### src/rtl/spi_pkg.sv
// Shared SPI constants: frame width and the master FSM state encoding,
// so the master and any slave partner agree on one width.
package spi_pkg;

  localparam int SPI_WIDTH = 13;

  typedef enum logic [1:0] {
    ST_IDLE = 2'd0,
    ST_LOW  = 2'd1,
    ST_HIGH = 2'd2,
    ST_LOAD = 2'd3
  } spi_state_e;

endpackage

### src/rtl/spi_clk_div.sv
// Half-period tick generator: tick is high in the last clk cycle of every
// HALF_PERIOD-long window while enabled; clr restarts the window.
module spi_clk_div #(
  parameter int HALF_PERIOD = 4
) (
  input  logic clk,
  input  logic rst_n,
  input  logic en,
  input  logic clr,
  output logic tick
);

  localparam int CW = (HALF_PERIOD > 1) ? $clog2(HALF_PERIOD) : 1;
  localparam logic [CW-1:0] LAST = CW'(HALF_PERIOD - 1);

  logic [CW-1:0] cnt_q, cnt_d;

  always_comb begin
    cnt_d = cnt_q;
    if (clr)     cnt_d = '0;
    else if (en) cnt_d = (cnt_q == LAST) ? '0 : cnt_q + 1'b1;
  end

  // With HALF_PERIOD=1 the counter sits at 0 and tick follows en every cycle.
  assign tick = en && !clr && (cnt_q == LAST);

  always_ff @(posedge clk or negedge rst_n) begin
    if (!rst_n) cnt_q <= '0;
    else        cnt_q <= cnt_d;
  end

endmodule

### src/rtl/spi_master.sv
// SPI master, mode 0 style: sclk idles low, miso sampled on the rising
// sclk edge, mosi changes on the falling edge, load strobe closes the frame.
module spi_master import spi_pkg::*; #(
  parameter int WIDTH       = SPI_WIDTH,
  parameter int HALF_PERIOD = 4
) (
  input  logic             clk,
  input  logic             rst_n,
  input  logic             start,
  input  logic [WIDTH-1:0] tx_data,
  output logic             busy,
  output logic [WIDTH-1:0] rx_data,
  output logic             rx_valid,
  output logic             sclk,
  output logic             mosi,
  input  logic             miso,
  output logic             load
);

  localparam int BW = (WIDTH > 1) ? $clog2(WIDTH) : 1;
  localparam logic [BW-1:0] LAST_BIT = BW'(WIDTH - 1);

  spi_state_e       state_q, state_d;
  logic [WIDTH-1:0] tx_sr_q, tx_sr_d;
  logic [WIDTH-1:0] rx_sr_q, rx_sr_d;
  logic [WIDTH-1:0] rx_data_q, rx_data_d;
  logic [BW-1:0]    bit_cnt_q, bit_cnt_d;
  logic             sclk_q, sclk_d;
  logic             load_q, load_d;
  logic             busy_q, busy_d;
  logic             rx_valid_q, rx_valid_d;
  logic             accept;
  logic             tick;

  spi_clk_div #(.HALF_PERIOD(HALF_PERIOD)) u_div (
    .clk   (clk),
    .rst_n (rst_n),
    .en    (state_q != ST_IDLE),
    .clr   (accept),
    .tick  (tick)
  );

  always_comb begin
    state_d    = state_q;
    tx_sr_d    = tx_sr_q;
    rx_sr_d    = rx_sr_q;
    rx_data_d  = rx_data_q;
    bit_cnt_d  = bit_cnt_q;
    sclk_d     = sclk_q;
    load_d     = load_q;
    busy_d     = busy_q;
    rx_valid_d = 1'b0;
    accept     = 1'b0;
    unique case (state_q)
      ST_IDLE: if (start) begin
        accept    = 1'b1;
        state_d   = ST_LOW;
        tx_sr_d   = tx_data;
        bit_cnt_d = '0;
        busy_d    = 1'b1;
      end
      ST_LOW: if (tick) begin
        state_d = ST_HIGH;
        sclk_d  = 1'b1;
        rx_sr_d = {rx_sr_q[WIDTH-2:0], miso};
      end
      ST_HIGH: if (tick) begin
        sclk_d = 1'b0;
        if (bit_cnt_q == LAST_BIT) begin
          state_d = ST_LOAD;
          load_d  = 1'b1;
        end else begin
          state_d   = ST_LOW;
          bit_cnt_d = bit_cnt_q + 1'b1;
          tx_sr_d   = {tx_sr_q[WIDTH-2:0], 1'b0};
        end
      end
      ST_LOAD: if (tick) begin
        state_d    = ST_IDLE;
        load_d     = 1'b0;
        rx_data_d  = rx_sr_q;
        rx_valid_d = 1'b1;
        busy_d     = 1'b0;
      end
      default: state_d = ST_IDLE;
    endcase
  end

  always_ff @(posedge clk or negedge rst_n) begin
    if (!rst_n) begin
      state_q    <= ST_IDLE;
      tx_sr_q    <= '0;
      rx_sr_q    <= '0;
      rx_data_q  <= '0;
      bit_cnt_q  <= '0;
      sclk_q     <= 1'b0;
      load_q     <= 1'b0;
      busy_q     <= 1'b0;
      rx_valid_q <= 1'b0;
    end else begin
      state_q    <= state_d;
      tx_sr_q    <= tx_sr_d;
      rx_sr_q    <= rx_sr_d;
      rx_data_q  <= rx_data_d;
      bit_cnt_q  <= bit_cnt_d;
      sclk_q     <= sclk_d;
      load_q     <= load_d;
      busy_q     <= busy_d;
      rx_valid_q <= rx_valid_d;
    end
  end

  // mosi is the tx shift register MSB, so it holds its last bit in IDLE.
  assign mosi     = tx_sr_q[WIDTH-1];
  assign sclk     = sclk_q;
  assign load     = load_q;
  assign busy     = busy_q;
  assign rx_data  = rx_data_q;
  assign rx_valid = rx_valid_q;

endmodule
### config.mk
export PLATFORM = sky130hd
export DESIGN_NAME = spi_master
export DESIGN_NICKNAME = d
export VERILOG_FILES = /design/src/rtl/spi_pkg.sv /design/src/rtl/spi_clk_div.sv /design/src/rtl/spi_master.sv
export SDC_FILE = /design/constraint.sdc
export NUM_CORES = 1
export LEC_CHECK = 0
export ABC_AREA = 1
export CAP_MARGIN = 5
export CORE_MARGIN = 2
export CORE_UTILIZATION = 50
export DETAILED_ROUTE_END_ITERATION = 10
export PLACE_DENSITY_LB_ADDON = 0.2
export SYNTH_ARGS = -nofsm -noshare
export SYNTH_HDL_FRONTEND = slang
export SYNTH_SLANG_ARGS = --single-unit
### constraint.sdc
create_clock -name clk -period 1.92 [get_ports clk]
set_clock_uncertainty 0.2 [all_clocks]
set_input_delay 0.192 -clock clk [delete_from_list [all_inputs] [get_ports clk]]
set_output_delay 0.192 -clock clk [all_outputs]
set_load 0.01 [all_outputs]
==> flow_summary.html <==
<table>
<tr><th>Metric</th><th>Value</th></tr>
<tr><th colspan="2">Layout</th></tr>
<tr><td>Area taken by multi-input logic gates</td><td>795 sq um</td></tr>
<tr><td>Final standard cell utilization of the core</td><td>62.8%</td></tr>
<tr><td>Register area</td><td>1280 sq um</td></tr>
<tr><td>Fillers</td><td>384</td></tr>
<tr><td>Nets@finish</td><td>320</td></tr>
<tr><td>Layout cell share with drive strength beyond 1</td><td>6.98%</td></tr>
<tr><td>Diodes inserted</td><td>0</td></tr>
<tr><td>Area overhead of the layout relative to synthesis</td><td>21.8%</td></tr>
<tr><th colspan="2">Synth</th></tr>
<tr><td>Number of nets in the synthesized netlist</td><td>284</td></tr>
<tr><td>Syn_area_per_cell</td><td>8.38 sq um</td></tr>
<tr><td>Main area contributors after synthesis</td><td>sky130_fd_sc_hd__dfrtp_1, sky130_fd_sc_hd__nand2_1, sky130_fd_sc_hd__o21ai_0, sky130_fd_sc_hd__inv_1, sky130_fd_sc_hd__ha_1</td></tr>
<tr><td>Yosys warning count</td><td>0</td></tr>
<tr><td>Unique cell type count in the Yosys netlist</td><td>21</td></tr>
<tr><td>Number of enable flip-flop cells after synthesis</td><td>0</td></tr>
<tr><td>Number of flip-flops and latches in the synthesized netlist</td><td>51</td></tr>
<tr><td>Synth Cell Area</td><td>2210 sq um</td></tr>
<tr><td>Most used standard cells in the synthesized netlist</td><td>sky130_fd_sc_hd__nand2_1, sky130_fd_sc_hd__dfrtp_1, sky130_fd_sc_hd__o21ai_0</td></tr>
<tr><td>Fraction of registers with async set/reset</td><td>100%</td></tr>
<tr><td>Cell type with the largest total area after synthesis</td><td>sky130_fd_sc_hd__dfrtp_1</td></tr>
<tr><td>Most used standard cell by instance count after synthesis</td><td>sky130_fd_sc_hd__nand2_1</td></tr>
<tr><td>Post-synth top flop</td><td>sky130_fd_sc_hd__dfrtp_1</td></tr>
<tr><td>Portion of the post-synthesis area used by sequential elements</td><td>57.7%</td></tr>
<tr><td>Cells after Synth</td><td>264</td></tr>
<tr><td>Fraction of synthesized cell area taken by the top area cell type</td><td>57.7%</td></tr>
<tr><th colspan="2">Setup path</th></tr>
<tr><td>Data arrival time of the worst path</td><td>1770 ps</td></tr>
<tr><td>Classification of the worst setup path</td><td>reg -&gt; reg</td></tr>
<tr><td>CP startpoint kind</td><td>flop</td></tr>
<tr><td>Required time reported for the critical path endpoint</td><td>1960 ps</td></tr>
<tr><td>Nature of the critical path endpoint</td><td>flop</td></tr>
<tr><td>Maximum fanout count along the critical path</td><td>15</td></tr>
<tr><th colspan="2">Timing</th></tr>
<tr><td>Slew Limit Headroom</td><td>71.8%</td></tr>
<tr><td>RSZ-0062 raised after global routing</td><td>false</td></tr>
<tr><td>Min cycle time layout</td><td>1730 ps</td></tr>
<tr><td>Number of max-slew violations in the final report</td><td>0</td></tr>
<tr><td>Worst-Margin Slew</td><td>421 ps</td></tr>
<tr><td>Final-report hold violation count</td><td>0</td></tr>
<tr><td>Final setup viols</td><td>0</td></tr>
<tr><td>Max Clock Freq</td><td>579 MHz</td></tr>
<tr><td>Sum of negative setup slack</td><td>0 ps</td></tr>
<tr><td>Final worst path period share</td><td>89.9%</td></tr>
<tr><th colspan="2">Clocking</th></tr>
<tr><td>Clock insertion delay at the later pin of the skew report</td><td>310 ps</td></tr>
<tr><td>H-tree depth reported by CTS</td><td>2</td></tr>
<tr><td>CTS sink cnt</td><td>51</td></tr>
<tr><td>Cell chosen for the clock root</td><td>sky130_fd_sc_hd__clkbuf_8</td></tr>
<tr><td>Clk pin slew, worst setup/hold paths</td><td>100 ps</td></tr>
<tr><td>Count of buffers added by post-CTS timing repair for setup</td><td>0</td></tr>
<tr><td>TritonCTS clock tree</td><td>built</td></tr>
<tr><td>TritonCTS buffer count</td><td>5</td></tr>
<tr><td>Number of buffers between clock root and the deepest sink</td><td>2</td></tr>
<tr><th colspan="2">Global routing</th></tr>
<tr><td>Wire length of the first global-routing pass</td><td>7.09 mm</td></tr>
<tr><td>Global routing usage summed across all routing layers</td><td>17.9%</td></tr>
<tr><td>Global-route congestion overflow total</td><td>0</td></tr>
<tr><td>Vias in the first global route</td><td>1619</td></tr>
<tr><td>Number of antenna violations at the first check in global routing</td><td>0</td></tr>
<tr><td>Largest net degree at the start of global routing</td><td>52</td></tr>
<tr><th colspan="2">Detailed routing</th></tr>
<tr><td>Sum of met3 wire segment lengths after detailed routing</td><td>165 um</td></tr>
<tr><td>Count of routing violations after the opening detailed-route iteration</td><td>94</td></tr>
<tr><td>DR DRC count</td><td>0</td></tr>
<tr><td>Antenna Nets Post-Route</td><td>0</td></tr>
<tr><td>Via density per instance</td><td>4.90</td></tr>
<tr><td>First-pass iteration count of the detailed router</td><td>4</td></tr>
<tr><td>Detailed Route WL</td><td>3.96 mm</td></tr>
<tr><td>Final routed wire length divided by cell count</td><td>11.2 um</td></tr>
<tr><td>Top routing layer in use</td><td>met4</td></tr>
<tr><td>Count of vias placed by the detailed router</td><td>1730</td></tr>
<tr><td>Length of routed met2 wiring</td><td>1.86 mm</td></tr>
<tr><td>Metal1 wirelength</td><td>1.85 mm</td></tr>
<tr><th colspan="2">Die</th></tr>
<tr><td>Num rows</td><td>24</td></tr>
<tr><td>I/O pin count</td><td>35</td></tr>
<tr><td>Core box area</td><td>4290 sq um</td></tr>
<tr><td>Initial core utilization</td><td>51.5%</td></tr>
<tr><td>Height of the chip</td><td>70.5 um</td></tr>
<tr><td>Die footprint</td><td>4980 sq um</td></tr>
<tr><td>Width of the chip</td><td>70.5 um</td></tr>
<tr><th colspan="2">Placed design</th></tr>
<tr><td>Weighted congestion at the end of routability-driven global placement</td><td>0.763</td></tr>
<tr><td>DP HPWL</td><td>2.68 mm</td></tr>
<tr><td>Number of port buffers</td><td>34</td></tr>
<tr><th colspan="2">Flow run</th></tr>
<tr><td>Count of maximum capacitance violations</td><td>0</td></tr>
<tr><th colspan="2">Pwr</th></tr>
<tr><td>Overall power</td><td>0.00343 W</td></tr>
<tr><td>Static leakage power</td><td>1.33 nW</td></tr>
<tr><td>Peak ir drop on the vdd network</td><td>0.497 mV</td></tr>
<tr><td>Power Dens Cells</td><td>1270 nW/um^2</td></tr>
<tr><th colspan="2">Worst hold path</th></tr>
<tr><td>Min-delay worst type</td><td>in -&gt; async</td></tr>
<tr><th colspan="2">Run status</th></tr>
<tr><td>Run status</td><td>finished clean</td></tr>
</table>
## cell type report
type	count	share of cell area (%)
multi-input cells	180	29.5
well taps	52	2.41
inverters	23	3.20
repair buffers	39	14.4
clock buffers	6	2.69
clock inverters	2	0.464
flip-flops and latches	51	47.4
## worst max-delay path, stage by stage (launching register included)
cell and delay (ps):
sky130_fd_sc_hd__dfrtp_1 430, sky130_fd_sc_hd__inv_1 100, sky130_fd_sc_hd__ha_1 160, sky130_fd_sc_hd__inv_1 40
sky130_fd_sc_hd__nor2_1 160, sky130_fd_sc_hd__nand2_2 90, sky130_fd_sc_hd__nand2_4 160, sky130_fd_sc_hd__buf_4 190
sky130_fd_sc_hd__nand2_1 60, sky130_fd_sc_hd__nand2_1 60
## cell families (layout without fill, tap and decap cells)
group / after synthesis / count (layout) / synth area share [%]
flops: 51 / 51 / 57.7
fa+ha+maj: 3 / 3 / 1.70
xor+xnor: 1 / 1 / 0.396
simple gates: 139 / 139 / 24.8
buf+inv: 33 / 70 / 6.67
compound gates: 37 / 37 / 8.82
## per-layer routing
metal / track usage [%] / vias up
met5: 0 / -
li1: - / 885
met3: 3.56 / 10
met2: 28.7 / 35
met4: 7.55 / 0
met1: 23.9 / 800
## worst paths after layout
check,slack [ps],depth (start not counted),endpoint,from
min in group clk,240,3,tx_sr_q[0],tx_data[0]
worst min register to register,280,2,rx_data[12],rx_data[12]
max in group asynchronous,1100,3,tx_sr_q[2],rst_n
worst max-delay path,190,9,tx_sr_q[6],bit_cnt_q[0]
worst max register to register,190,9,tx_sr_q[6],bit_cnt_q[0]
worst min-delay path,170,3,u_div.cnt_q[0],rst_n
## layout by cell type (no fill, tap or decap)
| cell type | netlist | layout |
|---|---|---|
| sky130_fd_sc_hd__clkinv_2 | 0 | 1 |
| sky130_fd_sc_hd__dfrtp_1 | 51 | 51 |
| sky130_fd_sc_hd__nand2_2 | 3 | 2 |
| sky130_fd_sc_hd__o21ai_0 | 29 | 29 |
| sky130_fd_sc_hd__clkbuf_8 | 0 | 5 |
| sky130_fd_sc_hd__buf_2 | 7 | 1 |
| sky130_fd_sc_hd__buf_12 | 0 | 1 |
| sky130_fd_sc_hd__ha_1 | 3 | 3 |
| sky130_fd_sc_hd__clkdlybuf4s50_1 | 0 | 33 |
| sky130_fd_sc_hd__clkinvlp_4 | 0 | 1 |
| sky130_fd_sc_hd__nand3_1 | 5 | 5 |
| sky130_fd_sc_hd__a22o_1 | 1 | 1 |
| sky130_fd_sc_hd__clkbuf_1 | 0 | 1 |
| sky130_fd_sc_hd__nand4_1 | 1 | 1 |
| sky130_fd_sc_hd__nor2_1 | 7 | 7 |
| sky130_fd_sc_hd__nand2_1 | 121 | 121 |
| sky130_fd_sc_hd__xor2_1 | 1 | 1 |
| sky130_fd_sc_hd__inv_1 | 19 | 19 |
| sky130_fd_sc_hd__nor2_4 | 1 | 1 |
| sky130_fd_sc_hd__nor2_2 | 1 | 1 |
| sky130_fd_sc_hd__o22a_1 | 1 | 1 |
| sky130_fd_sc_hd__o21ai_1 | 2 | 2 |
| sky130_fd_sc_hd__dlygate4sd3_1 | 0 | 1 |
| sky130_fd_sc_hd__o211ai_1 | 1 | 1 |
| sky130_fd_sc_hd__inv_2 | 4 | 4 |
| sky130_fd_sc_hd__nand2_4 | 0 | 1 |
| sky130_fd_sc_hd__a21oi_1 | 3 | 3 |
| sky130_fd_sc_hd__buf_4 | 2 | 3 |
## state kept, by name, summed over array words and instances, names as in the netlist
register	count
tx_sr_q	13
load	1
rx_data	13
u_div.cnt_q	2
rx_valid	1
sclk	1
bit_cnt_q	4
busy	1
rx_sr_q	13
state_q	2
## where the power goes
part / internal, W / leakage [nW] / switching (W) / total, W
clock network: 0.000255 / 0.0412 / 0.000350 / 0.000605
registers: 0.00138 / 0.671 / 0.000196 / 0.00158
logic: 0.000511 / 0.615 / 0.000735 / 0.00125
total: 0.00215 / 1.33 / 0.00128 / 0.00343
## per-stage QoR
| stage | worst slack (ps) | cell area (sq um) | instances | hold WS [ps] |
|---|---|---|---|---|
| global placement | 187 | 2590 | 344 | 3.67 |
| global route | 40.3 | 2700 | 353 | 246 |
| detailed placement | 112 | 2590 | 344 | 1.13 |
| finish | 194 | 2700 | 353 | 173 |
| CTS | 105 | 2690 | 353 | 203 |
| floorplan | 379 | 2210 | 264 | -304 |
## what timing repair did
| action | CTS | global route |
|---|---|---|
| setup endpoints to repair | 0 | 13 |
| gates resized for setup | 0 | 1 |
| hold endpoints to repair | 51 | 0 |
| hold buffers | 1 | 0 |
Power figures use the tool's default switching activity.
